$ cat src/rtl/addsub_seq_pkg.sv
// addsub_seq_pkg: shared FSM state enum and slice width for addsub_seq
package addsub_seq_pkg;
  typedef enum logic [1:0] {IDLE, RUN, DONE} state_t;
  localparam int SLICE = 4;
endpackage

$ cat src/rtl/CLA_4bit.sv
// CLA_4bit: 4-bit carry-lookahead slice; a,b,cin in -> s, cout, ovfl (carry into msb xor carry out)
module CLA_4bit (
  input  logic [3:0] a,
  input  logic [3:0] b,
  input  logic       cin,
  output logic [3:0] s,
  output logic       cout,
  output logic       ovfl
);
  logic [3:0] g, p;
  logic c1, c2, c3, c4;
  assign g = a & b;
  assign p = a ^ b;
  assign c1 = g[0] | (p[0] & cin);
  assign c2 = g[1] | (p[1] & g[0]) | (p[1] & p[0] & cin);
  assign c3 = g[2] | (p[2] & g[1]) | (p[2] & p[1] & g[0]) | (p[2] & p[1] & p[0] & cin);
  assign c4 = g[3] | (p[3] & g[2]) | (p[3] & p[2] & g[1]) | (p[3] & p[2] & p[1] & g[0]) | (p[3] & p[2] & p[1] & p[0] & cin);
  assign s = p ^ {c3, c2, c1, cin};
  assign cout = c4;
  assign ovfl = c4 ^ c3;
endmodule

$ cat src/rtl/addsub_seq.sv
// addsub_seq: nibble-serial add/sub with saturation; in_valid/in_ready request, out_valid/out_ready result, sum/cout/ovfl/zero, busy
module addsub_seq
  import addsub_seq_pkg::*;
#(
  parameter int NIBBLES = 4
) (
  input  logic                       clk,
  input  logic                       rst_n,
  input  logic                       flush,
  input  logic                       in_valid,
  output logic                       in_ready,
  input  logic [SLICE*NIBBLES-1:0]   a,
  input  logic [SLICE*NIBBLES-1:0]   b,
  input  logic                       sub,
  input  logic                       sat,
  output logic                       out_valid,
  input  logic                       out_ready,
  output logic [SLICE*NIBBLES-1:0]   sum,
  output logic                       cout,
  output logic                       ovfl,
  output logic                       zero,
  output logic                       busy
);
  localparam int W = SLICE * NIBBLES;
  localparam int KW = NIBBLES > 1 ? $clog2(NIBBLES) : 1;
  localparam logic [KW-1:0] KL = KW'(NIBBLES - 1);
  state_t state, nstate;
  logic [KW-1:0] k;
  logic [W-1:0] ra, rb, result, nxt, fin;
  logic rsat, carry, cout_r, ovfl_r, zero_r;
  logic [SLICE-1:0] ss;
  logic sc, sv, last, acc;
  CLA_4bit u_cla (
    .a(ra[SLICE*k +: SLICE]),
    .b(rb[SLICE*k +: SLICE]),
    .cin(carry),
    .s(ss),
    .cout(sc),
    .ovfl(sv)
  );
  assign last = k == KL;
  assign acc = in_valid && in_ready && !flush;
  always_ff @(posedge clk or negedge rst_n)
    if (!rst_n) state <= IDLE;
    else state <= nstate;
  always_comb
    nstate = flush ? IDLE
           : (state == IDLE && in_valid) ? RUN
           : (state == RUN && last) ? DONE
           : (state == DONE && out_ready) ? IDLE
           : state;
  always_comb begin
    in_ready = state == IDLE;
    busy = state == RUN;
    out_valid = state == DONE;
  end
  always_comb begin
    nxt = result;
    nxt[SLICE*k +: SLICE] = ss;
    fin = (last && rsat && sv) ? {ra[W-1], {(W-1){~ra[W-1]}}} : nxt;
  end
  always_ff @(posedge clk or negedge rst_n)
    if (!rst_n) begin
      ra <= '0;
      rb <= '0;
      rsat <= 1'b0;
      carry <= 1'b0;
      k <= '0;
      result <= '0;
      cout_r <= 1'b0;
      ovfl_r <= 1'b0;
      zero_r <= 1'b0;
    end else if (acc) begin
      ra <= a;
      rb <= sub ? ~b : b;
      rsat <= sat;
      carry <= sub;
      k <= '0;
    end else if (busy && !flush) begin
      result <= fin;
      carry <= sc;
      k <= last ? '0 : k + 1'b1;
      if (last) begin
        cout_r <= sc;
        ovfl_r <= sv;
        zero_r <= fin == '0;
      end
    end
  assign sum = result;
  assign cout = cout_r;
  assign ovfl = ovfl_r;
  assign zero = zero_r;
endmodule

$ cat config.mk
export PLATFORM = sky130hd
export DESIGN_NAME = addsub_seq
export DESIGN_NICKNAME = d
export VERILOG_FILES = /design/src/rtl/addsub_seq_pkg.sv /design/src/rtl/CLA_4bit.sv /design/src/rtl/addsub_seq.sv
export SDC_FILE = /design/constraint.sdc
export NUM_CORES = 1
export LEC_CHECK = 0
export CELL_PAD_IN_SITES_DETAIL_PLACEMENT = 0
export CELL_PAD_IN_SITES_GLOBAL_PLACEMENT = 1
export CORE_MARGIN = 4
export CORE_UTILIZATION = 45
export CTS_BUF_LIST = sky130_fd_sc_hd__clkbuf_4
export DETAILED_ROUTE_END_ITERATION = 12
export GPL_ROUTABILITY_DRIVEN = 0
export PLACE_DENSITY_LB_ADDON = 0.1
export SYNTH_ARGS = -nofsm -noshare
export SYNTH_HDL_FRONTEND = slang
export SYNTH_HIERARCHICAL = 1
export SYNTH_SLANG_ARGS = --single-unit
$ cat constraint.sdc
create_clock -name clk -period 6.6 [get_ports clk]
set_input_delay 1.32 -clock clk [delete_from_list [all_inputs] [get_ports clk]]
set_output_delay 1.32 -clock clk [all_outputs]
set_load 0.05 [all_outputs]
== Word-level counts from Yosys, hierarchy flattened ==
Cells that the tools add are included.
Cells by class
  equality and inequality tests: 3
  bitwise gates (word level): 33
  reduce and logical (&&, ||, !) cells: 14
  shifts and indexed selects: 4
  add/sub/neg operators: 2
  muxes and demuxes: 12
  div/mod/pow operators: 0
  order comparisons: 0
  multiply operators: 0
Operator list (count)
  4-bit negator with 34-bit output: 1
  4-bit by 34-bit variable shift with 16-bit output, first input constant: 1
  4-bit by 34-bit indexed part select with 16-bit output: 1
  16-bit 2-to-1 mux: 2
  16-bit by 5-bit indexed part select with 4-bit output: 2
  1-bit AND: 16
  16-bit bitwise mux: 1
  16-bit zero test: 1
  16-bit NOT: 1
  2-bit 2-to-1 mux: 7
  1-bit OR: 10
  4-bit bitwise XOR: 2
  1-bit logical AND: 7
  4-bit AND: 1
  2-bit equality test, second input constant: 2
  4-bit nonzero test: 1
  3-bit AND reduction: 1
  2-bit by 1-bit adder with 2-bit output, second input constant: 1
  2-bit by 1-bit equality test with 1-bit output, second input constant: 1
  2-bit zero test: 1
  1-bit 2-to-1 mux: 2
  1-bit NOT: 2
  2-bit AND reduction: 1
  2-bit nonzero test: 1
  2 further kinds: 2
Storage, ports and cells
  bits in latches: 0
  memories: 0
  bits in read-only memories: 0
  input port bits: 39
  RAM bits: 0
  output and inout bits: 22
  register bits: 57
  logic and storage cells: 78

== Longest topological paths before layout ==
  depth after elaboration: 11
  mapped depth: 12
  gate-level depth less buffers: 9

== Modules after synthesis ==
Netlist, hierarchy kept.
By module, submodules not included
  addsub_seq: instances 1, cells an instance 269, seq. area each 1426.4 sq um, area an instance 2917.8 sq um
  CLA_4bit: instances 1, cells an instance 20, seq. area each 0.0 sq um, area an instance 181.4 sq um

== Worst setup path before layout ==
No wires, ideal clock.
  path type: reg2reg
  start: register k[0]
  end: register zero_r, in the netlist zero
  period minus slack after synthesis: 3.402 ns
  data arrival time: 3.335 ns
  required time: 6.533 ns
  setup time: 0.067 ns
  path buffers: 2
  setup slack: 3.198 ns
  stages on the path, launching flop included: 12
  path through: dfrtp_1 > clkbuf_1 > buf_2 > mux4_2 > ha_1 > a211oi_2 > o21bai_2 > xor2_1 > or3_1 > a21bo_1 > a2111oi_4 > a32o_2
Between the ends
  cells in the longest elaborated chain, start to end: 11
  elaborated cells between the ends (all ways): 42
  classes of those cells: add/sub: 1; eq/ne: 1; shift: 4; mux: 2; bitwise: 30; reduce/logical: 4
Ends and longest elaborated chain
  from (decl): line addsub_seq.sv:28  | logic [KW-1:0] k;
  from (signal assigned): line addsub_seq.sv:82  | k <= last ? '0 : k + 1'b1;
  16-bit by 5-bit indexed part select with 4-bit output, on equally long branches: line addsub_seq.sv:34, addsub_seq.sv:35
  4-bit bitwise XOR / 4-bit AND (equally long branches): line CLA_4bit.sv:13, CLA_4bit.sv:12
  1-bit AND: line CLA_4bit.sv:16  | assign c3 = g[2] | (p[2] & g[1]) | (p[2] & p[1] & g[0]) | (p[2] & p[1] & p[0] & cin);
  1-bit OR / 1-bit AND (equally long branches) (2 in a row): line CLA_4bit.sv:16
  1-bit OR: line CLA_4bit.sv:16
  4-bit bitwise XOR (*): line CLA_4bit.sv:18  | assign s = p ^ {c3, c2, c1, cin};
  named net ss[3]: line addsub_seq.sv:31  | logic [SLICE-1:0] ss;
  4-bit by 34-bit indexed part select with 16-bit output (*): line addsub_seq.sv:59  | nxt[SLICE*k +: SLICE] = ss;
  16-bit bitwise mux (*): line addsub_seq.sv:59
  16-bit 2-to-1 mux (*): line addsub_seq.sv:60  | fin = (last && rsat && sv) ? {ra[W-1], {(W-1){~ra[W-1]}}} : nxt;
  16-bit zero test (*): line addsub_seq.sv:86  | zero_r <= fin == '0;
  to (signal assigned): line addsub_seq.sv:72  | zero_r <= 1'b0;
  to (signal assigned): line addsub_seq.sv:86
  to (decl): line addsub_seq.sv:30  | logic rsat, carry, cout_r, ovfl_r, zero_r;
The timed path passes the listed nets; every way through them passes the cells marked *.
A chain may end at the register's enable or synchronous reset.

== Worst setup path in the final report ==
  start: register k[0]
  end: register zero_r, in the netlist zero
Between the ends
  elaborated cells between the ends (all ways): 42
  classes of those cells: add/sub: 1; eq/ne: 1; shift: 4; mux: 2; bitwise: 30; reduce/logical: 4
RTL lines
  16-bit by 5-bit indexed part select with 4-bit output, on equally long branches: line addsub_seq.sv:34, addsub_seq.sv:35
  4-bit bitwise XOR / 4-bit AND (equally long branches): line CLA_4bit.sv:13, CLA_4bit.sv:12
  1-bit AND: line CLA_4bit.sv:15  | assign c2 = g[1] | (p[1] & g[0]) | (p[1] & p[0] & cin);
  1-bit OR / 1-bit AND (equally long branches): line CLA_4bit.sv:15
  1-bit OR: line CLA_4bit.sv:15
  4-bit bitwise XOR (*): line CLA_4bit.sv:18
  named net ss[2]: line addsub_seq.sv:31
  4-bit by 34-bit indexed part select with 16-bit output (*): line addsub_seq.sv:59
  16-bit bitwise mux (*): line addsub_seq.sv:59
  16-bit 2-to-1 mux (*): line addsub_seq.sv:60
  16-bit zero test (*): line addsub_seq.sv:86
Marks and branches as above.

==> run metrics <==
antenna violations before repair=0; setup tns final=0 ps; Period Utilization, post-route=0.557; most frequent cells in the layout=clkdlybuf4s50_1 (59), dfrtp_1 (57), a21oi_1 (33), nor2_1 (27), nand2_1 (25); post-detail-place hpwl=4710 µm; slowest CP cell=dfrtp_1; Hold Crit Depth=1; Slew @ Worst Pin=920 ps; Diodes inserted=0; drt first-iter violations=between 100 and 150; Setup Skew=7.96 ps; maximum root-to-sink buffer count=2; crit path cell chain=mux4_2 > ha_1 > a21o_2 > a21oi_1 > xnor2_1 > or3_1 > a21bo_1 > a2111oi_4 > a32o_2; CTS resizes=0; TritonCTS Buffers=9; area grow syn2layout=23.7%; met3 WL post-DR=around 370 µm; Sw Pwr=between 500 and 600 µW; EDFF count, synth=0; first drt pass iteration count=4; part of the power in registers=0.348; Max H-tree Level=3; unique cell type count in the Yosys netlist=45; worst hold slack=495 ps; status=finished clean; Top Ports=61; nets@finish=396; Peak VDD IR=161 µV; Worst slew margin=0.385; Syn Nets=338; fraction of layout cells with a size suffix above 1=0.0969; CP endpoint kind=flip-flop; drt total wl=roughly 6600 µm; Hold Path Class=flip-flop to flip-flop; die width=91.0 µm; final hold violation count=0; Routed WL per cell=approximately 15 µm; Power Total=between 1000 and 1500 µW; DR vias=2,283; CTS clock-pin slew for the worst setup and hold paths=90 ps; Hold Path End=ra[10]$_DFFE_PN0P_; GRT Util Overall=0.172; hold buffers post-CTS=0; Placed Area=3720 µm²; die height=91.0 µm; sequential area share after synthesis=0.460; fraction of registers with async set/reset=1.00; Worst Min Path Start=ra[10]$_DFFE_PN0P_; Slew Viols, Final=0; max incr delay on CP=850 ps; met1 WL=3200 µm; routed length on met2=2960 µm; most common cell after layout, fill and taps aside=clkdlybuf4s50_1; # DRC=0; fmax=272 MHz; die area=8280 µm²; vias per std cell=5.33; Sw Ratio=0.420; Post-CTS Setup Repair Bufs=0; Final Util=0.587; minimum clock period=3670 ps; Sink Count=57; Design Area, Final=around 3800 µm²; number of global-route vias before repair=~2,300; Initial Util=0.475; largest net degree at the start of global routing=58; reg2reg path depth=9; row cnt=29; Seq cells post-synth=57; Setup crit start kind=flip-flop; Multi-input gate area=1540 µm²; cell count after synthesis=289; Most used DFF post-synth=dfrtp_1; Max-cap violations=0; Leak=0.00155 µW; Critical Path RT=roughly 7000 ps; Mean Syn Cell Area=10.7 µm²; Fillers=roughly 590; WS Path Type=flip-flop to flip-flop; Comb power frac=0.488; clk root buf=clkbuf_4; synth warn=6; worst skew pair latency=390 ps; core area=6530 µm²; register area=1430 µm²; gr ovfl total=0; PortBufs=60; antenna viol nets, final=0; RSZ-0062 raised after global routing=no; pwr dens=367 nW/µm²; r2r endpoint=zero$_DFFE_PN0P_; Critical Path AT=about 4000 ps; CP top delay family=compound AO/OA/AOI/OAI gates; Pint=815 µW; top layer in use=met4; Worst Path Max Fanout=18; CTS tree=built; R2R setup slack=2930 ps; final setup violating endpoints=0; Buf/Inv on CP=0; Clk pwr share=0.164; global-route wire length before repair=11,400 µm; synthesized area=3100 µm²; R2R Path Start=k[0]$_DFFE_PN0P_
worst max-delay path by stage:
stage / cells after the start / from / slack [ps] / to
final: 9 / k[0]$_DFFE_PN0P_ / 2930 / zero$_DFFE_PN0P_
after detailed placement: 9 / k[0]$_DFFE_PN0P_ / 2920 / zero$_DFFE_PN0P_
after CTS: 9 / k[0]$_DFFE_PN0P_ / 2890 / zero$_DFFE_PN0P_
after global placement: 9 / k[0]$_DFFE_PN0P_ / 3030 / zero$_DFFE_PN0P_
after global routing: 9 / k[0]$_DFFE_PN0P_ / 2710 / zero$_DFFE_PN0P_
after floorplan: 11 / k[0]$_DFFE_PN0P_ / 3200 / zero$_DFFE_PN0P_
final cells by class:
| type | instances | area share |
|---|---|---|
| multi-input combinational | 206 | 0.402 |
| clock inverter | 6 | 0.0131 |
| timing repair buffer | 62 | 0.159 |
| clock buffer | 9 | 0.0176 |
| tap | 77 | 0.0251 |
| sequential | 57 | 0.372 |
| inverter | 11 | 0.0108 |
cell usage after synthesis (2+ instances only):
| cell type | number | area share |
|---|---|---|
| a21bo_1 | 3 | 0.0097 |
| a21o_2 | 2 | 0.0057 |
| a21oi_1 | 33 | 0.053 |
| a31oi_1 | 2 | 0.0040 |
| and3_1 | 3 | 0.0061 |
| and4_1 | 2 | 0.0057 |
| buf_2 | 6 | 0.0097 |
| buf_4 | 3 | 0.0073 |
| buf_6 | 2 | 0.0073 |
| clkbuf_1 | 4 | 0.0048 |
| dfrtp_1 | 57 | 0.46 |
| ha_1 | 9 | 0.036 |
| inv_1 | 11 | 0.013 |
| mux2_1 | 19 | 0.069 |
| mux4_2 | 8 | 0.058 |
| nand2_1 | 25 | 0.030 |
| nor2_1 | 27 | 0.033 |
| nor2b_1 | 3 | 0.0061 |
| nor3_1 | 2 | 0.0032 |
| nor3b_1 | 2 | 0.0048 |
| o21ai_0 | 4 | 0.0065 |
| o21ai_1 | 18 | 0.029 |
| o22ai_1 | 5 | 0.010 |
| xnor2_1 | 18 | 0.051 |
cell families after synthesis:
logic type               Yosys count  share of synthesized area
AO/OA/AOI/OAI                     73                      0.145
flip-flops                        57                      0.460
XOR/XNOR                          19                     0.0537
buffers and inverters             26                     0.0424
adder cells (fa/ha/maj)           10                     0.0428
AND/OR/NAND/NOR                   76                      0.124
multiplexers                      28                      0.132
per-layer routing:
metal	global-route usage	vias to the layer above
li1	-	1138
met1	0.228	1079
met2	0.265	62
met3	0.0678	4
met4	0.0465	0
met5	0	-
worst reg2reg max path, delay by kind of cell (launching register included):
family | cells | cell delay, ps
xor+xnor | 1 | 220
fa+ha+maj | 1 | 350
compound gates | 5 | 1160
flops | 1 | 850
mux | 1 | 630
simple gates | 1 | 420
power by group through the flow:
stage	clock network (µW)	registers (µW)	logic, µW
finish	230	490	686
global route	256	503	751
CTS	239	492	687
detailed placement	0	498	682
global placement	0	497	682
floorplan	0	563	418
registers in the layout, summed over array words and instances (netlist names), 2 cells and up:
register	cells
state	2
rb	16
k	2
sum	16
ra	16
through the flow:
step / setup slack (ps) / std cells
finish: 2930 / 428
global route: 2710 / 428
CTS: 2890 / 428
detailed placement: 2920 / 413
global placement: 3030 / 413
floorplan: 3200 / 289
Note: power is estimated with default switching activity, not from simulation.
